**config.mk**
```make
export PLATFORM = sky130hd
export DESIGN_NAME = alu8_reg16
export DESIGN_NICKNAME = d
export VERILOG_FILES = /design/src/rtl/alu8_reg16.sv
export SDC_FILE = /design/constraint.sdc
export NUM_CORES = 1
export LEC_CHECK = 0
export CAP_MARGIN = 5
export CORE_ASPECT_RATIO = 0.75
export CORE_MARGIN = 4
export CORE_UTILIZATION = 60
export DETAILED_ROUTE_END_ITERATION = 12
export HOLD_SLACK_MARGIN = 0.15
export PLACE_DENSITY = 0.8
export SYNTH_ARGS = -nofsm -noshare
export SYNTH_HDL_FRONTEND = slang
export SYNTH_SLANG_ARGS = --single-unit
export TNS_END_PERCENT = 5
```
**constraint.sdc**
```tcl
create_clock -name clk -period 41.5 [get_ports clk]
set_input_delay 10.375 -clock clk [delete_from_list [all_inputs] [get_ports clk]]
set_output_delay 10.375 -clock clk [all_outputs]
set_load 0.02 [all_outputs]
```
**src/rtl/alu8_reg16.sv**
```systemverilog
// 8-bit ALU with a registered 16-bit result, loaded when en=1; rst clears it.
// Optional build macro ALU_SHIFT_BY_B_EN: opcode 7 shifts by b[2:0], left when b[3]=1.
module alu8_reg16 (
    input  logic        clk,
    input  logic        rst,
    input  logic [7:0]  a,
    input  logic [7:0]  b,
    input  logic [3:0]  com,
    input  logic        en,
    output logic [15:0] y
);

    localparam logic [3:0] OP_MOD  = 4'h0;
    localparam logic [3:0] OP_ADD  = 4'h1;
    localparam logic [3:0] OP_SUB  = 4'h2;
    localparam logic [3:0] OP_MUL  = 4'h3;
    localparam logic [3:0] OP_DIV  = 4'h4;
    localparam logic [3:0] OP_INC  = 4'h5;
    localparam logic [3:0] OP_DEC  = 4'h6;
    localparam logic [3:0] OP_SHR  = 4'h7;
    localparam logic [3:0] OP_AND  = 4'h8;
    localparam logic [3:0] OP_OR   = 4'h9;
    localparam logic [3:0] OP_NOT  = 4'hA;
    localparam logic [3:0] OP_XOR  = 4'hB;
    localparam logic [3:0] OP_XNOR = 4'hC;
    localparam logic [3:0] OP_NAND = 4'hD;
    localparam logic [3:0] OP_NOR  = 4'hE;
    localparam logic [3:0] OP_NEG  = 4'hF;

    logic [15:0] a_ext;
    logic [15:0] b_ext;
    logic [7:0]  b_safe;
    logic [7:0]  quot;
    logic [7:0]  rem;
    logic [15:0] alu_r;
    logic [15:0] shift_r;
    logic [15:0] y_d;
    logic [15:0] y_q;

    assign a_ext = {8'h00, a};
    assign b_ext = {8'h00, b};

    // A zero divisor is replaced by 1 so the divider never yields X;
    // the b=0 cases are then overridden with their fixed results below.
    assign b_safe = (b == 8'd0) ? 8'd1 : b;
    assign quot   = a / b_safe;
    assign rem    = a % b_safe;

`ifdef ALU_SHIFT_BY_B_EN
    assign shift_r = b[3] ? (a_ext << b[2:0]) : {8'h00, a >> b[2:0]};
`else
    assign shift_r = {8'h00, 1'b0, a[7:1]};
`endif

    always_comb begin
        alu_r = 16'h0000;
        case (com)
            OP_MOD:  alu_r = (b == 8'd0) ? a_ext : {8'h00, rem};
            OP_ADD:  alu_r = a_ext + b_ext;
            OP_SUB:  alu_r = a_ext - b_ext;
            OP_MUL:  alu_r = a_ext * b_ext;
            OP_DIV:  alu_r = (b == 8'd0) ? 16'hFFFF : {8'h00, quot};
            OP_INC:  alu_r = a_ext + 16'd1;
            OP_DEC:  alu_r = a_ext - 16'd1;
            OP_SHR:  alu_r = shift_r;
            OP_AND:  alu_r = {8'h00, a & b};
            OP_OR:   alu_r = {8'h00, a | b};
            OP_NOT:  alu_r = {8'h00, ~a};
            OP_XOR:  alu_r = {8'h00, a ^ b};
            OP_XNOR: alu_r = {8'h00, ~(a ^ b)};
            OP_NAND: alu_r = {8'h00, ~(a & b)};
            OP_NOR:  alu_r = {8'h00, ~(a | b)};
            OP_NEG:  alu_r = 16'h0000 - a_ext;
            default: alu_r = 16'h0000;
        endcase
    end

    assign y_d = en ? alu_r : y_q;

    always_ff @(posedge clk) begin
        if (rst) begin
            y_q <= 16'h0000;
        end else begin
            y_q <= y_d;
        end
    end

    assign y = y_q;

endmodule

```
After elaboration in Yosys (flattened, before gate mapping)
Cells that the tools add are included.

Add/subtract/negate cells: 5. Bitwise logic cells: 7. Equal/unequal tests: 15. Reduce and logical (&&, ||, !) cells: 2. $mul: 1. Divide/modulo/power cells: 2. Multiplexer cells: 4.

Operators with widths (number): $pmux 16 s16 (1); $eq 4x4->1 const B (8); $not 8->8 (4); $eq 4x3->1 const B (4); $mul 8x8->16 (1); $mux 16 (1); $mux 8 (2); $add 8x1->9 const B (1); $add 8x8->9 (1); $sub 1x8->9 const A (1); $sub 8x1->9 const B (1); $sub 8x8->9 (1); $and 8x8->8 (1); $div 8x8->8 (1); $eq 4x2->1 const B (2); $logic_not 8->1 (1); $mod 8x8->8 (1); $or 8x8->8 (1); $xor 8x8->8 (1); $eq 4x1->1 const B (1); $logic_not 4->1 (1).

Word-level logic and storage cells: 37. Output and inout bits: 16. Input port bits: 23. Register bits: 16.

Longest topological paths before layout
Depth in word-level cells: 5. Mapped depth: 51. Mapped depth without buffers: 48.

Worst setup path before layout
No wires, ideal clock.

Kind: input port to flip-flop. Start: in b[5]. End: reg y_q[6], in the netlist y[6]. Setup time: 87 ps. Buffers on the path: 4. Arrival time: 21645 ps. Stages: 45. Path slack: 19768 ps. Required time: 41413 ps. Cells stage by stage: buf_6 -> nor4_4 -> a21oi_1 -> ha_1 -> or4b_2 -> o211ai_1 -> a31oi_1 -> ha_1 -> o211ai_1 -> a211oi_2 -> mux2i_1 -> ha_1 -> o211a_1 -> o211ai_1 -> and2_0 -> clkbuf_1 -> mux2_2 -> ha_1 -> (+9 left out) -> inv_1 -> ha_1 -> nand4b_1 -> a21oi_1 -> o21ai_0 -> o21bai_1 -> clkbuf_1 -> o21ai_0 -> o31a_1 -> ha_1 -> a211oi_1 -> o21ai_0 -> a311oi_1 -> buf_2 -> o21ai_0 -> or2_2 -> o21a_1 -> o31ai_1.

Word-level cells in the longest chain between the ends: 5. Elaborated cells on any way between the ends: 10.

RTL lines: start, declared (line 7) `input logic [7:0] b,`; $logic_not 8->1 (line 45, 58, 62); $mux 8 (line 45) `assign b_safe = (b == 8'd0) ? 8'd1 : b;`; $div 8x8->8 / $mod 8x8->8 (equally long branches) (line 46, 47); $mux 16 / $mux 8 (equally long branches) (line 62, 58); $pmux 16 s16 (*) (line 57) `case (com)`; end signal, assigned (line 84) `y_q <= y_d;`; end, declared (line 38) `logic [15:0] y_q;`.

Every way passes the cells marked *; elsewhere a longest branch is shown, timed or not. A chain may end at the register's enable or synchronous reset.

Final worst setup path
Start: in b[7]. End: reg y_q[6], in the netlist y[6].

Same word-level chain as after synthesis.

==> summary.txt <==
routability-driven placement congestion ratio -> 1.06
Clock Path Buffers -> 2
Comb pwr share -> 0.813
WHS Endpoint -> y[1]
H-tree levels -> 1
Boundary Pins -> 39
synth unique cells -> 79
reg2reg path depth -> 4
minimum clock period -> 23.71 ns
register share of total power -> 0.088
Mapped Cells -> 896
number of nets in the layout -> 1080
Crit Path Max Fanout -> 15
Tot Pwr -> 0.198 mW
Inserted Clock Buffers -> 3
Die X -> 129 µm
# diodes -> 0
Fmax achieved -> 42.2 MHz
unrepaired setup endpoints after global routing -> false
number of synthesized flops with an enable pin -> 0
Critical Path RT -> 41.66 ns
Largest register FFs -> 16
vias in the first global route -> 6789
max incr delay on CP -> 0.77 ns
Routed WL per cell -> 21.9 µm
CTS tree -> yes
Final setup viols -> 0
Place WS -> 17.88 ns
Most used DFF post-synth -> dfxtp_1
Initial Utilization -> 0.630
async set-reset flop share out of synthesis -> 0
final instance area -> 7210 µm²
Post-Route WL -> 23000 µm
Final WS setup -> 17.79 ns
hold-fix buffers at CTS -> 0
fraction of layout cells with a size suffix above 1 -> 0.0515
Final Instance Count excl. Fillers -> 1049
CP most frequent cell -> ha_1
clk_skew -> 0 ns
fin util -> 0.685
reg2reg end -> y[5]
setup_tns -> 0 ns
synth-to-layout area growth -> 8.66%
first-pass GRT wire length -> 36500 µm
Worst-Margin Slew -> 1.05 ns
Vias/cell -> 6.84
drt pass-1 iters -> 7
Tcrit/Tclk final -> 0.571
via count -> 7176
Die ar. -> 12800 µm²
ANT nets after route -> 0
postcts setup bufs -> 0
total gr overflow -> 0
Hold Crit Depth -> 1
Slew Viols, Final -> 0
most frequent cells in the layout -> ha_1 (103), nor2_1 (97), inv_1 (96), nand2_1 (85), a21oi_1 (55)
sequential area share after synthesis -> 0.0483
cell area after synthesis -> 6630 µm²
critical path arrival -> 23.88 ns
Worst-path clk slew -> 0.06 ns
Sink Count -> 16
Syn Area/Cell -> 7.40 µm²
cell row count -> 32
clk root buf -> clkbuf_16
Crit Reg-Reg Startpoint -> y[5]
most common cell after layout, fill and taps aside -> ha_1
synthesized flop and latch total -> 16
yosys warns -> 0
total core area -> 10500 µm²
switching portion of total power -> 0.531
slowest CP cell -> clkdlybuf4s50_1
Crit Path Class -> in -> reg
clk_lat worst skew -> 0.25 ns
Leakage -> 3.27 nW
DRC Markers -> 0
largest net degree at the start of global routing -> 46
placed cell areas -> 7130 µm²
post-DP HPWL -> 18100 µm
Placed Cells -> 1046
Slew HR -> 0.292
Synthesized Nets -> 1061
Peak VDD IR -> 0.0000346 V
all-layer global routing usage -> 0.361
initial antenna violation count -> 0
Cell Pwr Density -> 27.5 nW/µm²
Worst R2R Setup Slack -> 40.51 ns
clock power share -> 0.100
worst hold start -> y[1]
max_cap viols -> 0
P_sw -> 0.105 mW
startpoint types -> input port
hold_ws -> 0.464 ns
internal cell power -> 0.0930 mW
# port buffers -> 38
endpoints failing hold -> 0
HP Class -> reg -> reg
Post-CTS Resized -> 0
Die Y -> 99.1 µm
DR iter-0 viols -> 1101
run status -> complete, no violations
Worst Setup End Kind -> flop
==> synthesized netlist by cell type (6+ instances only) <==
| cell type | number | area (µm²) |
|---|---|---|
| a31oi_1 | 13 | 81.3 |
| nand2b_1 | 15 | 93.8 |
| mux2_2 | 7 | 78.8 |
| inv_1 | 96 | 360 |
| xor2_1 | 14 | 123 |
| nand4_1 | 8 | 50.1 |
| ha_1 | 103 | 1290 |
| a211o_1 | 6 | 52.6 |
| nor3_1 | 22 | 110 |
| clkbuf_1 | 32 | 120 |
| dfxtp_1 | 16 | 320 |
| a21oi_1 | 55 | 275 |
| fa_1 | 39 | 781 |
| a211oi_1 | 12 | 90.1 |
| nand3_1 | 14 | 70.1 |
| a21o_1 | 12 | 90.1 |
| nand2_1 | 85 | 319 |
| nor2b_1 | 13 | 81.3 |
| mux2i_1 | 19 | 190 |
| o21a_1 | 9 | 67.6 |
| xnor2_1 | 26 | 228 |
| o21ai_0 | 49 | 245 |
| o22ai_1 | 7 | 43.8 |
| a221oi_1 | 6 | 52.6 |
| o211ai_1 | 19 | 143 |
| nor2_1 | 97 | 364 |
==> how the worst max path moves through the flow <==
stage	endpoint	slack [ns]	depth (start not counted)	from
after global routing	y[6]	16.99	45	b[7]
final	y[6]	17.79	45	b[7]
after detailed placement	y[6]	17.88	45	b[7]
after global placement	y[6]	18.50	43	b[7]
after floorplan	y[6]	19.77	45	b[5]
after CTS	y[6]	18.08	45	b[7]
==> per-layer routing <==
| layer | wire length [µm] | vias up | share of wire | global-route usage |
|---|---|---|---|---|
| li1 | - | 3221 | - | - |
| met1 | 9820 | 3373 | 0.43 | 0.544 |
| met2 | 9080 | 521 | 0.39 | 0.527 |
| met3 | 3460 | 61 | 0.15 | 0.0688 |
| met4 | 646 | 0 | 0.028 | 0.0871 |
| met5 | 0 | - | 0 | 0 |
==> power groups by stage <==
stage | Combinational, mW | Clock [mW] | Sequential [mW]
2_1_floorplan | 0.112 | 0 | 0.0192
3_3_place_gp | 0.151 | 0 | 0.0177
3_5_place_dp | 0.156 | 0 | 0.0178
4_1_cts | 0.157 | 0.0192 | 0.0175
5_1_grt | 0.178 | 0.0199 | 0.0176
6_report | 0.161 | 0.0197 | 0.0174
==> worst max-delay path: cells and delay by family <==
kind,cells,cell delay [ns]
muxes,2,0.72
buffers and inverters,3,1.19
AOI/OAI and AO/OA,23,5.81
and+or+nand+nor,10,3.20
adders and majority gates,7,2.56
==> logic make-up (layout without fill, tap and decap cells) <==
kind of cell,after synthesis,in the layout,synth area share
AND/OR/NAND/NOR,290,290,0.205
flip-flops,16,16,0.0483
buffers and inverters,137,154,0.0796
XOR/XNOR,40,40,0.0528
multiplexers,28,28,0.0473
AO/OA/AOI/OAI,243,243,0.255
adder cells (fa/ha/maj),142,142,0.312
==> final cells by class <==
cell class	count	area, µm²
Clock buffer	3	75.1
Fill cell	903	3320
Inverter	99	372
Multi-Input combinational cell	743	5790
Sequential cell	16	320
Tap cell	136	170
Timing Repair Buffer	52	485
No activity file was read; power rests on OpenSTA's default activity.
==> RTL change: new RTL, config.mk and constraints unchanged <==
The option `ALU_SHIFT_BY_B_EN` is turned on by a define.
--- a/src/rtl/alu8_reg16.sv
+++ b/src/rtl/alu8_reg16.sv
@@ -1,5 +1,7 @@
 // 8-bit ALU with a registered 16-bit result, loaded when en=1; rst clears it.
 // Optional build macro ALU_SHIFT_BY_B_EN: opcode 7 shifts by b[2:0], left when b[3]=1.
+`define ALU_SHIFT_BY_B_EN
+
 module alu8_reg16 (
     input  logic        clk,
     input  logic        rst,
Behaviour: not the same (a bounded check fails within 4 cycles, from zero or initial values and one cycle with rst high).
==> RTL change against the original RTL <==
Worst hold slack worse by 0.0011 ns; maximum frequency increased by 2.2%; cell area up 9.5%; routed wire length grew 5.7%; area after synthesis grew 10%; register-to-register slack lost 0.38 ns; setup slack better by 0.50 ns; sequential cell count unchanged; clock power up 11%; power rose by 5.0%.
==> RTL change: results (changes against the original RTL) <==
status finished, final reports clean (unchanged); IR drop worst, VDD 0.04338 mV (was 0.03458 mV); total wire length 24310 um (was 23000 um); Non-Filler Instances 1169 (was 1049); vias in the first global route 7295 (was 6789); Multi-input comb cells 829 (was 743); static leakage 3.505 nW (was 3.275 nW); GR Util All Layers 34.13% (was 36.06%); sequential-to-total area share from yosys stat 4.387% (was 4.828%); layout clock buffer count 4 (was 3); r2r worst-path depth 6 (was 4); Post-synth top cells ha_1, inv_1, nor2_1 (was ha_1, nor2_1, inv_1); adder-cell share of the synthesized area 28.52% (was 31.20%); clk cell area share 1.125% (was 1.041%); Compound-Gate Fraction of Synth Area 27.71% (was 25.48%); Synth area leaders ha_1, fa_1, inv_1, nor2_1, nand2_1 (was ha_1, fa_1, nor2_1, inv_1, dfxtp_1); Netlist cell types 80 (was 79); Critical Path AT 23.36 ns (was 23.88 ns); GP Congestion 1.133 (was 1.059); Vias 7872 (was 7176); Hold Path End y[2] (was y[1]); nonclk buf count 58 (was 52); Critical R2R Launch y[7] (was y[5]); Largest stage delay, worst path 0.73 ns (was 0.77 ns); crit path to y[5] (was y[6]); DPL Wire Length 18780 um (was 18070 um); FF+latch count 16 (unchanged); mux contribution to synthesized area 5.895% (was 4.734%); FF-to-FF End y[7] (was y[5]); Syn Inst Count 1004 (was 896); drt first-iter violations 1021 (was 1101); layout cell share with drive strength beyond 1 6.157% (was 5.148%)
[RTL change: metrics by stage]
step / worst slack, ns / instance area (um2) / hold WS, ns / util [%]
6_report: 18.29 / 7896 / 0.4630 / 67.25
5_1_grt: 17.57 / 7896 / 0.5060 / 67.25
4_1_cts: 18.58 / 7896 / 0.4668 / 67.25
3_5_place_dp: 18.38 / 7807 / 0.4498 / 66.50
3_3_place_gp: 18.84 / 7807 / 0.4398 / 66.50
2_1_floorplan: 20.49 / 7301 / 0.5390 / -
[RTL change: power breakdown]
part / internal (W) / switching (W)
Sequential: 0.0000167 / 0.000000811
Clock: 0.0000147 / 0.00000715
Combinational: 0.0000684 / 0.000100
[RTL change: metal layers]
layer | up-vias | wire (um) | track usage (%)
li1 | 3622 | - | -
met1 | 3624 | 9907 | 48.66
met2 | 527 | 9767 | 47.76
met3 | 99 | 3529 | 11.09
met4 | 0 | 1103 | 12.66
met5 | - | 0 | 0
